## src/rtl/aes_pkg.sv

```systemverilog
// Shared AES-128 constants and the round-controller state encoding, used by the
// round controller, the round datapath and the key schedule.
package aes_pkg;

    localparam int AES_NR    = 10;
    localparam int AES_BLK_W = 128;
    localparam int AES_RND_W = 4;

    typedef enum logic [1:0] {
        IDLE = 2'd0,
        RUN  = 2'd1,
        DONE = 2'd2
    } ctrl_state_t;

endpackage : aes_pkg

```

## src/rtl/aes_round_ctrl.sv

```systemverilog
// AES-128 round sequencer: one block in flight, NR rounds of STAGE_LAT cycles each,
// valid/ready on both sides; all datapath controls decode from state and counters.
module aes_round_ctrl
    import aes_pkg::*;
#(
    parameter int NR        = AES_NR,
    parameter int STAGE_LAT = 2
) (
    input  logic                 clk,
    input  logic                 rst_n,
    input  logic                 in_valid,
    output logic                 in_ready,
    output logic                 out_valid,
    input  logic                 out_ready,
    output logic                 dp_init,
    output logic                 dp_en,
    output logic                 dp_capture,
    output logic [AES_RND_W-1:0] dp_round,
    output logic                 dp_last,
    output logic                 busy
);

    localparam int CNT_W = (STAGE_LAT > 1) ? $clog2(STAGE_LAT) : 1;
    localparam logic [CNT_W-1:0]     CNT_LAST = CNT_W'(STAGE_LAT - 1);
    localparam logic [AES_RND_W-1:0] RND_LAST = AES_RND_W'(NR);

    if (NR < 1 || NR > 15 || STAGE_LAT < 1) begin : g_bad_param
        $error("aes_round_ctrl: NR must be 1..15 and STAGE_LAT >= 1");
    end

    ctrl_state_t          state_q, state_d;
    logic [AES_RND_W-1:0] rnd_q, rnd_d;
    logic [CNT_W-1:0]     cnt_q, cnt_d;

    always_ff @(posedge clk) begin
        if (!rst_n) begin
            state_q <= IDLE;
            rnd_q   <= '0;
            cnt_q   <= '0;
        end else begin
            state_q <= state_d;
            rnd_q   <= rnd_d;
            cnt_q   <= cnt_d;
        end
    end

    always_comb begin
        state_d    = state_q;
        rnd_d      = rnd_q;
        cnt_d      = cnt_q;
        in_ready   = 1'b0;
        out_valid  = 1'b0;
        dp_init    = 1'b0;
        dp_en      = 1'b0;
        dp_capture = 1'b0;
        dp_round   = '0;
        dp_last    = 1'b0;
        busy       = 1'b0;

        unique case (state_q)
            IDLE: begin
                in_ready = 1'b1;
                dp_init  = in_valid;
                if (in_valid) begin
                    rnd_d   = AES_RND_W'(1);
                    cnt_d   = '0;
                    state_d = RUN;
                end
            end
            RUN: begin
                busy     = 1'b1;
                dp_en    = 1'b1;
                dp_round = rnd_q;
                dp_last  = (rnd_q == RND_LAST);
                if (cnt_q == CNT_LAST) begin
                    dp_capture = 1'b1;
                    cnt_d      = '0;
                    // The final round keeps rnd so the key schedule index stays stable.
                    if (rnd_q == RND_LAST) state_d = DONE;
                    else                   rnd_d   = rnd_q + AES_RND_W'(1);
                end else begin
                    cnt_d = cnt_q + CNT_W'(1);
                end
            end
            DONE: begin
                out_valid = 1'b1;
                busy      = 1'b1;
                if (out_ready) begin
                    rnd_d   = '0;
                    state_d = IDLE;
                end
            end
            default: begin
                state_d = IDLE;
                rnd_d   = '0;
                cnt_d   = '0;
            end
        endcase
    end

    a_init_capture_excl: assert property (@(posedge clk) disable iff (!rst_n)
        !(dp_init && dp_capture));

endmodule : aes_round_ctrl

```

## config.mk

```make
export PLATFORM = sky130hd
export DESIGN_NAME = aes_round_ctrl
export DESIGN_NICKNAME = d
export VERILOG_FILES = /design/src/rtl/aes_pkg.sv /design/src/rtl/aes_round_ctrl.sv
export SDC_FILE = /design/constraint.sdc
export NUM_CORES = 1
export LEC_CHECK = 0
export BUFFER_PORTS_ARGS = -buffer_cell sky130_fd_sc_hd__clkbuf_2
export CAP_MARGIN = 20
export CELL_PAD_IN_SITES_DETAIL_PLACEMENT = 1
export CELL_PAD_IN_SITES_GLOBAL_PLACEMENT = 1
export CORE_UTILIZATION = 25
export DETAILED_ROUTE_END_ITERATION = 6
export GPL_ROUTABILITY_DRIVEN = 0
export PLACE_DENSITY_LB_ADDON = 0.05
export SYNTH_ARGS = -nofsm -noshare
export SYNTH_HDL_FRONTEND = slang
export SYNTH_SLANG_ARGS = --single-unit
```

## constraint.sdc

```tcl
create_clock -name clk -period 3.81 [get_ports clk]
set_input_delay 0.381 -clock clk [delete_from_list [all_inputs] [get_ports clk]]
set_output_delay 0.381 -clock clk [all_outputs]
set_load 0.01 [all_outputs]
```

==> Implementation_results.wiki, run 1 <==
{| class="wikitable"
! Metric !! Value
|-
| Clock tree from TritonCTS || yes
|-
| Critical path startpoint category || register
|-
| Worst-skew pair later-pin latency || 0.25 ns
|-
| Vias post-DR || 451
|-
| Antenna-violating nets left || 0
|-
| Critical path class || register to register
|-
| Pwr Density || 722 mW/mm²
|-
| Net count reported at finish || 83
|-
| Min Clock Period, post-route || 2.31 ns
|-
| Detailed-routing iteration count for the pre-antenna-repair pass || 3
|-
| Net Count, Synth || 65
|-
| Run status || finished clean
|-
| Post-synthesis register bit count || 7
|-
| Largest net degree at the start of global routing || 9
|-
| Peak supply drop || 0.000287 V
|-
| Vertical die dimension || around 45 µm
|-
| Overall die area || 0.00205 mm²
|-
| Global-route wire length before repair || 1910 µm
|-
| EDFF count, synth || 0
|-
| Signed area change from the synthesized netlist to the final layout || 26.1%
|-
| Worst hold path cell count || 2
|-
| Count of max-cap constraint violations || 0
|-
| Count of standard-cell rows || 15
|-
| Achievable clock frequency || between 400 and 500 MHz
|-
| Count of unique library cells instantiated by Yosys || 25
|-
| Via count of the first global-routing pass || 440
|-
| CTS buffer count || 3
|-
| Share of synthesized flip-flops with an asynchronous set or reset || 0%
|-
| CTS root buffer || sky130_fd_sc_hd__clkbuf_4
|-
| Critical path required time || 3.99 ns
|-
| Class of the tightest hold or removal check || input pin to register
|-
| Clock transition time at the flip-flop clock pins of the worst setup and hold paths || 0.05 ns
|-
| Fin crit share || slightly above 60%
|-
| Buffer count from post-CTS setup fixing || 0
|-
| Number of DRC markers after the initial detailed-route iteration || 6
|-
| Slew of the pin with the lowest slew margin || 0.798 ns
|-
| Aggregate routed wire length || between 1000 and 1500 µm
|-
| Layout cells sized above 1 || 27.8%
|-
| Seq/Total Area, Yosys || 29.9%
|-
| Largest driver fanout on the critical path || 8
|-
| Total Routing Usage GR || 13.3%
|-
| Worst R2R Path Depth || 6
|-
| Initial core utilization || 26.9%
|-
| Core Footprint || between 0.0015 and 0.002 mm²
|-
| Max clock buf depth || 2
|-
| Tightest slew margin relative to the limit || 45.4%
|-
| RSZ-0062 raised after global routing || false
|-
| Static power due to leakage || 0.269 nW
|-
| Final core area utilization || 33.9%
|-
| TritonCTS Sinks || 7
|-
| DRC violation count after routing || 0
|-
| Post-Syn Area per Cell || 8.53 µm²
|-
| Synth Flop Type || sky130_fd_sc_hd__dfxtp_1
|-
| Final setup TNS || 0 ns
|-
| Count of input and output buffers || 14
|-
| Final HPWL DP || 952 µm
|-
| Number of diodes || 0
|-
| Yosys warns || 0
|-
| Horizontal extent of the die || 45.3 µm
|-
| Crit path capture type || register
|-
| Synthesized netlist cell count || 55
|-
| Number of placed I/O pins || 15
|-
| Depth of the CTS H-tree || 1
|-
| Post-Route Skew || 0.00427 ns
|-
| Number of antenna violations at the first check in global routing || 0
|-
| Count of pins over their slew limit || 0
|-
| Area of the mapped netlist || 469 µm²
|-
| Post-cts resize count || 0
|-
| Wire length per cell after detailed routing || 12.0 µm
|-
| Congestion Overflow GR || 0
|-
| Via/cell ratio || 4.65
|-
| Post-CTS Hold Buffers || 0
|-
| Final Hold Violating Endpoints || 0
|-
| Worst endpoint data arrival time || 2.50 ns
|-
| Minimum setup slack among reg-to-reg paths || around 1.5 ns
|-
| Setup-violating endpoint count in the final report || 0
|}
==> per-layer routing <==
metal	up-vias	share of wire, %	global-route usage [%]
met5	-	0	0
met4	0	0.77	3.64
met3	2	4.4	6.00
met2	9	46	19.1
met1	210	48	17.9
li1	230	-	-
==> layout make-up <==
class                           count  area, µm²
Timing Repair Buffer               14       70.1
Multi-Input combinational cell     42        305
Sequential cell                     7        140
Tap cell                           25       31.3
Clock buffer                        4       26.3
Inverter                            5       18.8
Fill cell                         225       1150
==> worst max-delay path, cell delays in order (launching register included) <==
cell,delay [ns]
sky130_fd_sc_hd__dfxtp_1,0.36
sky130_fd_sc_hd__inv_1,0.09
sky130_fd_sc_hd__ha_1,0.28
sky130_fd_sc_hd__and4b_1,0.24
sky130_fd_sc_hd__or4_1,0.64
sky130_fd_sc_hd__or4_1,0.50
sky130_fd_sc_hd__a21oi_1,0.14
==> per-stage QoR <==
stage	std cells	power, W	setup slack, ns	area, µm²	hold slack, ns
after floorplan	55	0.000288	1.65	469	0.462
after global placement	93	0.000369	1.52	566	0.507
after detailed placement	93	0.000366	1.51	566	0.491
after CTS	97	0.000437	1.49	592	0.380
after global routing	97	0.000471	1.39	592	0.377
final	97	0.000427	1.50	592	0.389
==> cells by family (layout without fill, tap and decap cells) <==
| family | count (synthesis) | count (layout) | share of synthesized area [%] |
|---|---|---|---|
| flip-flops | 7 | 7 | 29.9 |
| multiplexers | 1 | 1 | 2.13 |
| adder cells (fa/ha/maj) | 6 | 6 | 16.0 |
| AND/OR/NAND/NOR | 23 | 23 | 29.9 |
| buffers and inverters | 6 | 23 | 5.07 |
| AO/OA/AOI/OAI | 12 | 12 | 17.1 |
==> cell usage after synthesis, types with 2 or more instances <==
master	count	area, µm²
sky130_fd_sc_hd__a21oi_1	3	15.0
sky130_fd_sc_hd__and2_1	5	31.3
sky130_fd_sc_hd__dfxtp_1	7	140
sky130_fd_sc_hd__ha_1	6	75.1
sky130_fd_sc_hd__inv_1	5	18.8
sky130_fd_sc_hd__nand2_1	3	11.3
sky130_fd_sc_hd__nor2_1	3	11.3
sky130_fd_sc_hd__nor2b_1	2	12.5
sky130_fd_sc_hd__o21ai_0	3	15.0
sky130_fd_sc_hd__or4_1	3	22.5
==> layout by cell type (no fill, tap or decap), types with 2 or more instances in the layout <==
cell type / count
sky130_fd_sc_hd__inv_1: 5
sky130_fd_sc_hd__clkbuf_4: 3
sky130_fd_sc_hd__clkbuf_2: 14
sky130_fd_sc_hd__ha_1: 6
sky130_fd_sc_hd__nor2_1: 3
sky130_fd_sc_hd__o21ai_0: 3
sky130_fd_sc_hd__nor2b_1: 2
sky130_fd_sc_hd__nand2_1: 3
sky130_fd_sc_hd__dfxtp_1: 7
sky130_fd_sc_hd__or4_1: 3
sky130_fd_sc_hd__a21oi_1: 3
sky130_fd_sc_hd__and2_1: 5
==> where the power goes <==
part	internal [W]	leakage, nW	switching [W]
Sequential	0.0000933	0.0572	0.0000173
Combinational	0.0000972	0.196	0.000151
Clock	0.0000400	0.0150	0.0000281
Total	0.000231	0.269	0.000197
==> flip-flops by register name (all words and copies together), names as in the netlist <==
name	flops
state_q	2
cnt_q	1
rnd_q	4
==> path summary, 6_finish.rpt <==
check	startpoint	endpoint
setup / recovery	state_q[1]	rnd_q[2]
hold / removal	rst_n	state_q[1]
setup reg to reg	state_q[1]	rnd_q[2]
hold reg to reg	cnt_q	cnt_q
(Power assumes the default switching activity.)
==> inputs of run 2 (changes only) <==
- ABC_AREA: not set -> 1
- clock period: 3.81 -> 2.2 ns (I/O delays scaled with it)
==> Implementation_results.wiki, run 2 <==
{| class="wikitable"
! Metric !! Value
|-
| Class of the tightest hold or removal check || input pin to register
|-
| Instance area at placement || 657 µm² (+16%)
|-
| Minimum setup slack among reg-to-reg paths || 0.74 ns (-0.76 ns)
|-
| Crit path capture || dp_last
|-
| Synth Flop Type || sky130_fd_sc_hd__dfxtp_1
|-
| Vias post-DR || 571 (+27%)
|-
| Count of standard-cell rows || 16 (+1)
|-
| Commonest non-fill, non-tap cell in the layout || sky130_fd_sc_hd__nand2_1
|-
| EDFF count, synth || 0 (unchanged)
|-
| Achievable clock frequency || 600 MHz
|-
| Post-synthesis register bit count || 7 (unchanged)
|-
| Post-CTS Hold Buffers || 0 (unchanged)
|-
| Buffer count from post-CTS setup fixing || 0 (unchanged)
|-
| Congestion Overflow GR || 0 (unchanged)
|-
| Total Routing Usage GR || 13.6% (+0.29 points)
|-
| Met1 Wirelength || 683 µm (+21%)
|-
| Horizontal extent of the die || 49.4 µm (+8.9%)
|-
| Largest registers in the final layout || rnd_q (4), state_q (2), cnt_q (1)
|-
| Number of antenna violations at the first check in global routing || 0 (unchanged)
|-
| Dominant cell by count in the synthesized netlist || sky130_fd_sc_hd__nand2_1
|-
| Cell-by-cell listing of the critical path || inv_1 > ha_1 > inv_2 > nor2_4 > clkbuf_2
|-
| Yosys warns || 0 (unchanged)
|-
| Top cells by instance count after synthesis || 25 x sky130_fd_sc_hd__nand2_1, 18 x sky130_fd_sc_hd__inv_1, 8 x sky130_fd_sc_hd__nor2_1
|-
| Via count of the first global-routing pass || 544 (+24%)
|-
| Count of max-cap constraint violations || 0 (unchanged)
|-
| Highest-count cells in the layout ignoring fill and taps || 25 x sky130_fd_sc_hd__nand2_1, 18 x sky130_fd_sc_hd__inv_1, 14 x sky130_fd_sc_hd__clkbuf_2
|-
| Net Count, Synth || 98 (+51%)
|-
| Via/cell ratio || 4.33 (-7.0%)
|-
| Clock tree from TritonCTS || yes
|-
| CTS root buffer || sky130_fd_sc_hd__clkbuf_4
|-
| Overall die area || 0.00244 mm² (+19%)
|-
| Slowest cell on the critical path || sky130_fd_sc_hd__ha_1
|-
| Number of DRC markers after the initial detailed-route iteration || 4 (-2)
|-
| Cell taking the most area after synthesis || sky130_fd_sc_hd__dfxtp_1
|-
| Final setup TNS || 0 ns (unchanged)
|-
| Pwr Density || 1390 mW/mm² (+93%)
|-
| Tightest slew margin relative to the limit || 80.0% (+35 points)
|-
| Share of synthesized flip-flops with an asynchronous set or reset || 0% (unchanged)
|-
| Number of diodes || 0 (unchanged)
|-
| Aggregate routed wire length || 1410 µm (+21%)
|-
| Min Clock Period, post-route || 1.67 ns
|-
| Net count reported at finish || 116 (+40%)
|-
| Post-Syn Area per Cell || 6.37 µm² (-25%)
|-
| Main area contributors after synthesis || sky130_fd_sc_hd__dfxtp_1 25%, sky130_fd_sc_hd__nand2_1 17%, sky130_fd_sc_hd__ha_1 13%
|-
| Met2 WL || 654 µm (+22%)
|-
| Largest driver fanout on the critical path || 8 (unchanged)
|-
| Vertical die dimension || 49.4 µm (+8.9%)
|-
| Detailed-routing iteration count for the pre-antenna-repair pass || 3 (unchanged)
|-
| Number of flip-flops under the largest register name || 4 (unchanged)
|-
| Run status || finished clean
|-
| Worst-skew pair later-pin latency || 0.26 ns (about the same)
|-
| Final core area utilization || 33.5% (-0.45 points)
|-
| Count of pins over their slew limit || 0 (unchanged)
|-
| Synthesized netlist cell count || 88 (+60%)
|-
| Largest net degree at the start of global routing || 9 (unchanged)
|-
| Area share of the leading cell type in the synthesized netlist || 25.0% (-4.9 points)
|-
| DRC violation count after routing || 0 (unchanged)
|-
| Crit path capture type || output port
|-
| Reg2reg start || state_q[0]
|-
| Area of the mapped netlist || 561 µm² (+19%)
|-
| Core Footprint || 0.00204 mm² (+17%)
|-
| End of the worst register-to-register path || rnd_q[0]
|-
| Global-route wire length before repair || 2470 µm (+29%)
|-
| Critical path startpoint category || register
|-
| Setup-violating endpoint count in the final report || 0 (unchanged)
|-
| Initial core utilization || 27.5% (+0.57 points)
|-
| Post-Route Skew || 0.00606 ns (+0.00179 ns)
|-
| Static power due to leakage || 0.400 nW (+49%)
|-
| TritonCTS Sinks || 7 (unchanged)
|-
| Clock transition time at the flip-flop clock pins of the worst setup and hold paths || 0.06 ns (about the same)
|-
| Met3 wirelength from detailed routing || 64 µm (+25%)
|-
| Count of input and output buffers || 14 (unchanged)
|-
| Worst R2R Path Depth || 8 (+2)
|-
| Critical path required time || 1.98 ns (-2.01 ns)
|-
| Crit path launch || state_q[1]
|-
| Seq/Total Area, Yosys || 25.0% (-4.9 points)
|-
| Antenna-violating nets left || 0 (unchanged)
|-
| Fin crit share || 75.8%
|-
| Final HPWL DP || 1130 µm (+18%)
|-
| Summed area of non-filler cells in the final layout || 683 µm² (+15%)
|-
| Max clock buf depth || 2 (unchanged)
|-
| CTS buffer count || 3 (unchanged)
|-
| Critical path class || register to output port
|-
| Worst endpoint data arrival time || 1.45 ns (-1.05 ns)
|-
| Signed area change from the synthesized netlist to the final layout || 21.9%
|-
| Count of unique library cells instantiated by Yosys || 16 (-36%)
|-
| Topmost layer with routed signal wires || met4
|-
| Power after layout || 0.000951 W (+120%)
|-
| Register with the highest flop count || rnd_q
|-
| Depth of the CTS H-tree || 1 (unchanged)
|-
| Peak supply drop || 0.000457 V (+59%)
|-
| RSZ-0062 raised after global routing || false
|-
| Slew of the pin with the lowest slew margin || 0.301 ns (-0.497 ns)
|-
| Number of placed I/O pins || 15 (unchanged)
|-
| # fillers || 302 (+34%)
|-
| Post-cts resize count || 0 (unchanged)
|-
| Final Hold Violating Endpoints || 0 (unchanged)
|-
| Crit path largest cell delay || 0.35 ns (-0.29 ns)
|-
| Layout cells sized above 1 || 27.6% (-0.16 points)
|-
| Wire length per cell after detailed routing || 10.7 µm (-11%)
|}
[run 2: cell count changes after synthesis, moves of 3 or more]
| cell | delta |
|---|---|
| sky130_fd_sc_hd__inv_1 | +13 |
| sky130_fd_sc_hd__nand2_1 | +22 |
| sky130_fd_sc_hd__nor2_2 | +4 |
| sky130_fd_sc_hd__and2_1 | -5 |
| sky130_fd_sc_hd__or4_1 | -3 |
| sky130_fd_sc_hd__nor2_1 | +5 |
[run 2: worst min-delay path by stage]
stage | from | to | slack (ns) | depth (start not counted)
finish | rst_n | rnd_q[2] | 0.27 | 3
global route | rst_n | state_q[0] | 0.29 | 3
CTS | rst_n | rnd_q[2] | 0.27 | 3
detailed placement | cnt_q | cnt_q | 0.51 | 2
global placement | cnt_q | cnt_q | 0.52 | 2
floorplan | rst_n | state_q[0] | 0.34 | 2
[run 2: layout make-up]
type                            count  area [µm²]  area share (%)
Multi-Input combinational cell     60         338            49.5
Sequential cell                     7         140            20.5
Inverter                           20        75.1            11.0
Timing Repair Buffer               14        70.1            10.3
Tap cell                           27        33.8            4.95
Clock buffer                        4        26.3            3.85
[run 2: critical path, delay by kind of cell, from the launching register on]
| family | cells | cell delay, ns |
|---|---|---|
| fa+ha+maj | 1 | 0.35 |
| simple gates | 1 | 0.17 |
| buf+inv | 3 | 0.36 |
| flops | 1 | 0.31 |
[run 2: layer usage]
metal  GRT usage [%]  vias up
li1                -      298
met1            17.1      260
met2            21.2       11
met3            4.98        2
met4            4.41        0
met5               0        -
[run 2: cell families (layout without fill, tap and decap cells)]
| group | after synthesis | after routing | synth area share [%] |
|---|---|---|---|
| and+or+nand+nor | 48 | 48 | 41.3 |
| buffers and inverters | 21 | 38 | 14.7 |
| DFF | 7 | 7 | 25.0 |
| adders and majority gates | 6 | 6 | 13.4 |
| AOI/OAI and AO/OA | 6 | 6 | 5.58 |
[run 2: metrics by stage]
| stage | setup slack (ns) | instances | hold WS [ns] |
|---|---|---|---|
| 3_3_place_gp | 0.768 | 128 | 0.524 |
| 3_5_place_dp | 0.725 | 128 | 0.511 |
| 6_report | 0.532 | 132 | 0.272 |
| 4_1_cts | 0.498 | 132 | 0.273 |
| 2_1_floorplan | 0.872 | 88 | 0.340 |
| 5_1_grt | 0.429 | 132 | 0.286 |
[run 2: report_power, final]
part	switching (W)	leakage [nW]	total [W]	internal (W)
Clock	0.0000573	0.0150	0.000127	0.0000699
Sequential	0.0000641	0.0577	0.000244	0.000180
Combinational	0.000372	0.327	0.000579	0.000208
Total	0.000493	0.400	0.000951	0.000458
